File: src/rtl/out_pcm_encoder.sv
// Output PCM stage: converts a 16-bit two's-complement linear sample into an
// 8-bit G.711 code (mu-law or A-law chosen per sample), one registered stage.
// Scan ports are placeholders for DFT stitching; functionally inert here.
module out_pcm_encoder (
    input  logic        clk,
    input  logic        reset,
    input  logic [15:0] sr,
    input  logic        law,
    input  logic        in_valid,
    output logic [7:0]  sp,
    output logic        out_valid,
    input  logic        scan_en,
    input  logic        scan_in0,
    output logic        scan_out0
);

    logic        is_neg;
    logic [14:0] im;

    // mu-law path
    logic [12:0] mu_b;
    logic [2:0]  mu_seg;
    logic [3:0]  mu_q;
    logic [7:0]  mu_code;

    // A-law path
    logic [15:0] a_sum;
    logic [14:0] a_imag;
    logic [11:0] a_m;
    logic [2:0]  a_seg;
    logic [3:0]  a_q;
    logic [7:0]  a_code;

    logic        unused_scan;

    // Sign/magnitude split; the 15-bit negate makes 16'h8000 fold to zero magnitude.
    assign is_neg = sr[15];
    assign im     = is_neg ? (~sr[14:0] + 15'd1) : sr[14:0];

    // mu-law: clip, bias by 33, segment from the leading one at or above bit 5.
    always_comb begin
        mu_b   = (im > 15'd8158) ? 13'd8191 : (im[12:0] + 13'd33);
        mu_seg = '0;
        for (int unsigned i = 0; i < 8; i++) begin
            if (mu_b[i + 5]) begin
                mu_seg = 3'(i);
            end
        end
        mu_q    = 4'(mu_b >> ({1'b0, mu_seg} + 4'd1));
        mu_code = ~{is_neg, mu_seg, mu_q};
    end

    // A-law: halve magnitude (rounding up for negatives), clip, segment from leading one.
    always_comb begin
        a_sum  = {1'b0, im} + {15'd0, is_neg};
        a_imag = 15'(a_sum >> 1);
        a_m    = (a_imag > 15'd4095) ? 12'd4095 : a_imag[11:0];
        a_seg  = '0;
        a_q    = 4'(a_m >> 1);
        if (a_m >= 12'd32) begin
            for (int unsigned i = 1; i < 8; i++) begin
                if (a_m[i + 4]) begin
                    a_seg = 3'(i);
                end
            end
            a_q = 4'(a_m >> a_seg);
        end
        a_code = {~is_neg, a_seg, a_q} ^ 8'h55;
    end

    // Output register: valid tracks in_valid, code held across invalid cycles.
    always_ff @(posedge clk) begin
        if (!reset) begin
            sp        <= '0;
            out_valid <= 1'b0;
        end else begin
            out_valid <= in_valid;
            if (in_valid) begin
                sp <= law ? a_code : mu_code;
            end
        end
    end

    assign scan_out0   = 1'b0;
    assign unused_scan = scan_en ^ scan_in0;

endmodule

File: config.mk
export PLATFORM = sky130hd
export DESIGN_NAME = out_pcm_encoder
export DESIGN_NICKNAME = d
export VERILOG_FILES = /design/src/rtl/out_pcm_encoder.sv
export SDC_FILE = /design/constraint.sdc
export NUM_CORES = 1
export LEC_CHECK = 0
export ABC_AREA = 0
export CORE_MARGIN = 1.5
export CORE_UTILIZATION = 40
export CTS_CLUSTER_DIAMETER = 60
export DETAILED_ROUTE_END_ITERATION = 12
export HOLD_SLACK_MARGIN = 0.02
export PLACE_DENSITY = 0.63
export REMOVE_ABC_BUFFERS = 1
export SLEW_MARGIN = 10
export SYNTH_ARGS = -nofsm -noshare
export SYNTH_HDL_FRONTEND = slang
export SYNTH_SLANG_ARGS = --single-unit
File: constraint.sdc
create_clock -name clk -period 4.95 [get_ports clk]
set_input_delay 1.485 -clock clk [delete_from_list [all_inputs] [get_ports clk]]
set_output_delay 1.485 -clock clk [all_outputs]
set_load 0.005 [all_outputs]
# Word level (Yosys, flattened, before mapping)
# Index checks and enable logic that the tools add are counted.
# classes
addsub,4
magnitude_cmp,3
shifts,2
n_mux,21
bitwise_logic,4
# op_table
cell,count
3-bit 2-to-1 mux,12
15-bit by 1-bit adder with 16-bit output,1
"15-bit by 1-bit adder with 15-bit output, second input constant",1
"15-bit by 12-bit greater-than comparator with 1-bit output, second input constant",1
"15-bit by 13-bit greater-than comparator with 1-bit output, second input constant",1
15-bit 2-to-1 mux,1
15-bit NOT,1
"13-bit by 6-bit adder with 13-bit output, second input constant",1
13-bit 2-to-1 mux,1
13-bit by 4-bit >> shifter with 4-bit output,1
"12-bit by 6-bit greater-or-equal comparator with 1-bit output, second input constant",1
12-bit 2-to-1 mux,1
12-bit by 3-bit >> shifter with 4-bit output,1
8-bit 2-to-1 mux,1
8-bit NOT,1
"3-bit by 1-bit adder with 4-bit output, second input constant",1
2-bit 2-to-1 mux,2
4-bit 2-to-1 mux,1
4-bit NOT,1
1-bit 2-to-1 mux,2
1-bit NOT,1
# totals
reg_bits,9

# Longest topological paths before layout
# logic_depth
ltp_word,18
ltp_mapped,16

# Worst setup path after synthesis
# Ideal clock, no wire load.
# synth_timing
path_type,input port to flip-flop
startpoint,input port sr[0]
endpoint,register sp[2]
setup_ns,0.124
arrival_time_ns,4.772
t_required_ns,4.826
slack_ns,0.054
cell_stages,15
path_cell_list,inv_1 ha_1 buf_2 or2_1 o31ai_1 a22oi_1 nor4b_2 a21oi_1 a221o_1 a221o_1 buf_4 o211a_1 a2111o_1 a21boi_1 o22ai_1
# synth_between
elab_chain_len,18
elab_cells_between_ends,32
cone_classes,add/sub (4); order compare (3); shift (2); mux (20); bitwise (3)
# synth_lines
element,line,source
"start, declared",7,"input logic [15:0] sr,"
15-bit NOT,38,assign im = is_neg ? (~sr[14:0] + 15'd1) : sr[14:0];
15-bit by 1-bit adder with 15-bit output,38,
15-bit 2-to-1 mux (*),38,
15-bit by 1-bit adder with 16-bit output,55,"a_sum = {1'b0, im} + {15'd0, is_neg};"
15-bit by 12-bit greater-than comparator with 1-bit output,57,a_m = (a_imag > 15'd4095) ? 12'd4095 : a_imag[11:0];
12-bit 2-to-1 mux,57,
1-bit 2-to-1 mux,62,if (a_m[i + 4]) begin
3-bit 2-to-1 mux (6 in series),62,
3-bit 2-to-1 mux,60,if (a_m >= 12'd32) begin
12-bit by 3-bit >> shifter with 4-bit output,66,a_q = 4'(a_m >> a_seg);
4-bit 2-to-1 mux,60,
4-bit NOT (no line),-,
8-bit 2-to-1 mux (*),79,sp <= law ? a_code : mu_code;
"end signal, assigned",79,
"end, declared",10,"output logic [7:0] sp,"
# Mark *: on every way between the ends. The rest lies on a longest branch, timed or not. The select of a mux whose other input is x is not followed.
# A chain may end at the register's enable or synchronous reset.

# Worst setup path after layout
# layout_timing
startpoint,input port sr[1]
endpoint,register sp[2]
# Same word-level chain as after synthesis.

==> qor.yml <==
drt:
  vias: 3220
  first_pass_iters: 4
  drt_iter0_drc: 183
  detail_route.wl_per_cell_um: 15.0
  wl_mm: 8.54
  via_per_inst: 5.65
  ant_nets: 0
  drc: 0
power:
  p_per_area_nw_per_um2: 146
  p_leak_nw: 1.67
  peakVddDrop_mv: 0.174
floorplan:
  row_count: 28
  io_pins: 32
  core_area_sq_um: 5890
  die_w_um: 81.0
  die_h_um: 81.0
  die_area_sq_um: 6570
  initial_core_util_pct: 41.4
worst_setup_path:
  cp_slowest_cell: "a2111o_1"
  crit_buf_inv: 4
  critical_path_class: "in2reg"
  max_stage_delay_ns: 0.45
  critPathCaptureType: "flop"
  worstSetupStartpointType: "primary input"
  crit_family: "compound AO/OA/AOI/OAI gates"
  critical_path_required_ns: 5.06
  cp.arrival_ns: 4.90
  crit_chain: "dlygate4sd2_1, inv_2, ha_4, or3b_4, o41ai_4, xor2_2, or3_1, a2111o_1, o211ai_2, buf_6, and3_4, buf_4, nor2_1, a2111o_1, a21boi_2, o22ai_1"
  cp_max_fo: 5
  crit_top_cell: "a2111o_1"
sta:
  period_minus_slack_ns: 4.79
  period_share_pct: 96.8
  slew_violations: 0
  whs_ns: 0.478
  setup_slack_ns: 0.160
  max_freq_mhz: 209
  worst_pin_slew_ns: 0.639
  hold_viol: 0
  finalSetupViolations: 0
  fin_skew_ns: 0
  relSlewSlack_pct: 57.2
grt:
  grt_pass1_vias: 3042
  antenna_found_initial: 0
  grt.overflow.total: 0
  grt_pass1_wl_mm: 13.5
  grtUsageTotal_pct: 25.6
  grt_max_degree: 20
yosys:
  synthAdderAreaFrac_pct: 2.05
  synth_top_area_share_pct: 7.55
  ys_top_cells_by_area: "xnor2_1, dfxtp_1, nand2_1"
  synthCells: 348
  synth-edff-count: 0
  yosys.area_share.simple_pct: 33.6
  synth_xor_area_share_pct: 11.0
  syn_avg_cell_area_sq_um: 7.00
  synth_compound_area_share_pct: 35.0
  synth_most_common_cell: "nand2_1"
  yosys.area.top_type: "xnor2_1"
  ys_ff_latch: 9
  synth_top_family_by_area: "compound AO/OA/AOI/OAI gates"
  ys_types: 75
  syn_area_sq_um: 2440
  synthTopCellsByCount: "nand2_1, nor2_1, xnor2_1"
  ys.flop_type: "dfxtp_1"
  ys_seq_area_share_pct: 7.40
  synthArstFlopShare_pct: 0
  muxShareOfSynthArea_pct: 5.39
  yosys_warnings: 0
clocking:
  cts_buffers: 3
  clk_pin_slew_ns: 0.05
  clk_latency_ns: 0.23
  cts_buffer_depth: 2
  cts_root_buf: "clkbuf_8"
  clock-sinks: 9
  cts_tree: "yes"
  htree_levels: 1
place:
  port_buffers: 28
  gp_congestion: 0.922
  place_hpwl_mm: 6.67
  dp.cells: 551
  pre_cts_slack_ns: -0.546
layout:
  final_util_pct: 68.9
  syn2layout_area_growth_pct: 66.4
  fill_cells: 509
  drive_gt1_share_pct: 39.6
  antenna_cells: 0
  nNetsFinal: 522
  stdcell_count: 570
hold_path:
  hold_path.class: "reg2reg"
run:
  maxCapViolCount: 0
run_status:
  status: "completed"
logic make-up after synthesis:
family                     Yosys count
adders and majority gates            4
DFF                                  9
and+or+nand+nor                    151
xor gates and xnor gates            29
buffers and inverters               29
AOI/OAI and AO/OA                  112
muxes                               13
other                                1
report_power, final:
group / switching, mW / internal [mW]
combinational: 0.210 / 0.215
sequential: 0.00286 / 0.0783
clock: 0.0307 / 0.0563
layout make-up:
type	count	area [sq um]	area share, %
Timing Repair Buffer	162	1310	32.2
Sequential cell	9	180	4.44
Inverter	10	37.5	0.926
Multi-Input combinational cell	310	2390	59.0
Clock buffer	4	45.0	1.11
Tap cell	75	93.8	2.31
placed cells by master, fill, tap and decap left out, types with 4 or more instances in the layout:
cell type / synthesis / routed
buf_4: 3 / 131
nand2_1: 33 / 32
clkdlybuf4s50_1: 0 / 22
nor2_1: 23 / 19
nand3_1: 19 / 18
xnor2_1: 21 / 17
o21ai_0: 19 / 15
nor2b_1: 11 / 11
nor3_1: 13 / 10
and2_1: 9 / 9
mux2i_1: 12 / 9
dfxtp_1: 9 / 9
a21oi_1: 9 / 8
o21ai_1: 6 / 8
nand2b_1: 7 / 6
inv_1: 8 / 6
a31oi_1: 7 / 6
or3_1: 5 / 5
xnor2_2: 1 / 5
o2111ai_1: 5 / 5
nand4_1: 4 / 4
xor2_1: 6 / 4
nor4_1: 6 / 4
o21a_1: 4 / 4
o22ai_1: 6 / 4
o211a_1: 4 / 4
dlymetal6s2s_1: 0 / 4
worst register-to-register path: stages (launching register included):
cell	delay [ns]
dfxtp_1	0.31
o21ai_0	0.12
a211o_1	0.33
o22ai_1	0.14
through the flow:
step | power (mW) | TNS (ns) | instance area (sq um)
2_1_floorplan | 0.261 | -1.20 | 2340
3_3_place_gp | 0.447 | -2.20 | 3610
3_5_place_dp | 0.454 | -2.70 | 3610
4_1_cts | 0.559 | 0 | 3800
5_1_grt | 0.630 | -0.109 | 4050
6_report | 0.593 | 0 | 4050
repair_timing:
item | in CTS | in global routing
hold buffers | 0 | 0
gates resized for setup | 28 | 34
cloned | 0 | 0
buffers inserted | 4 | 11
pin swaps | 15 | 24
endpoints found under the setup margin | 5 | 4
per-layer routing:
metal	wire, um	track usage (%)	up-vias	part of all wire, %
li1	-	-	1623	-
met1	3730	30.6	1503	44
met2	4400	48.8	82	52
met3	282	2.25	12	3.3
met4	126	6.21	0	1.5
met5	0	0	-	0
final timing paths:
path | startpoint | cells after the start | slack, ns | to
max reg2reg | sp[0] | 3 | 3.98 | sp[0]
min reg2reg | sp[4] | 1 | 0.48 | sp[4]
min | sp[4] | 1 | 0.48 | sp[4]
max | sr[1] | 16 | 0.16 | sp[2]
flip-flops by register name, summed over array words and instances, names as in the netlist:
signal     cells
sp             8
out_valid      1
(Power assumes the default switching activity.)
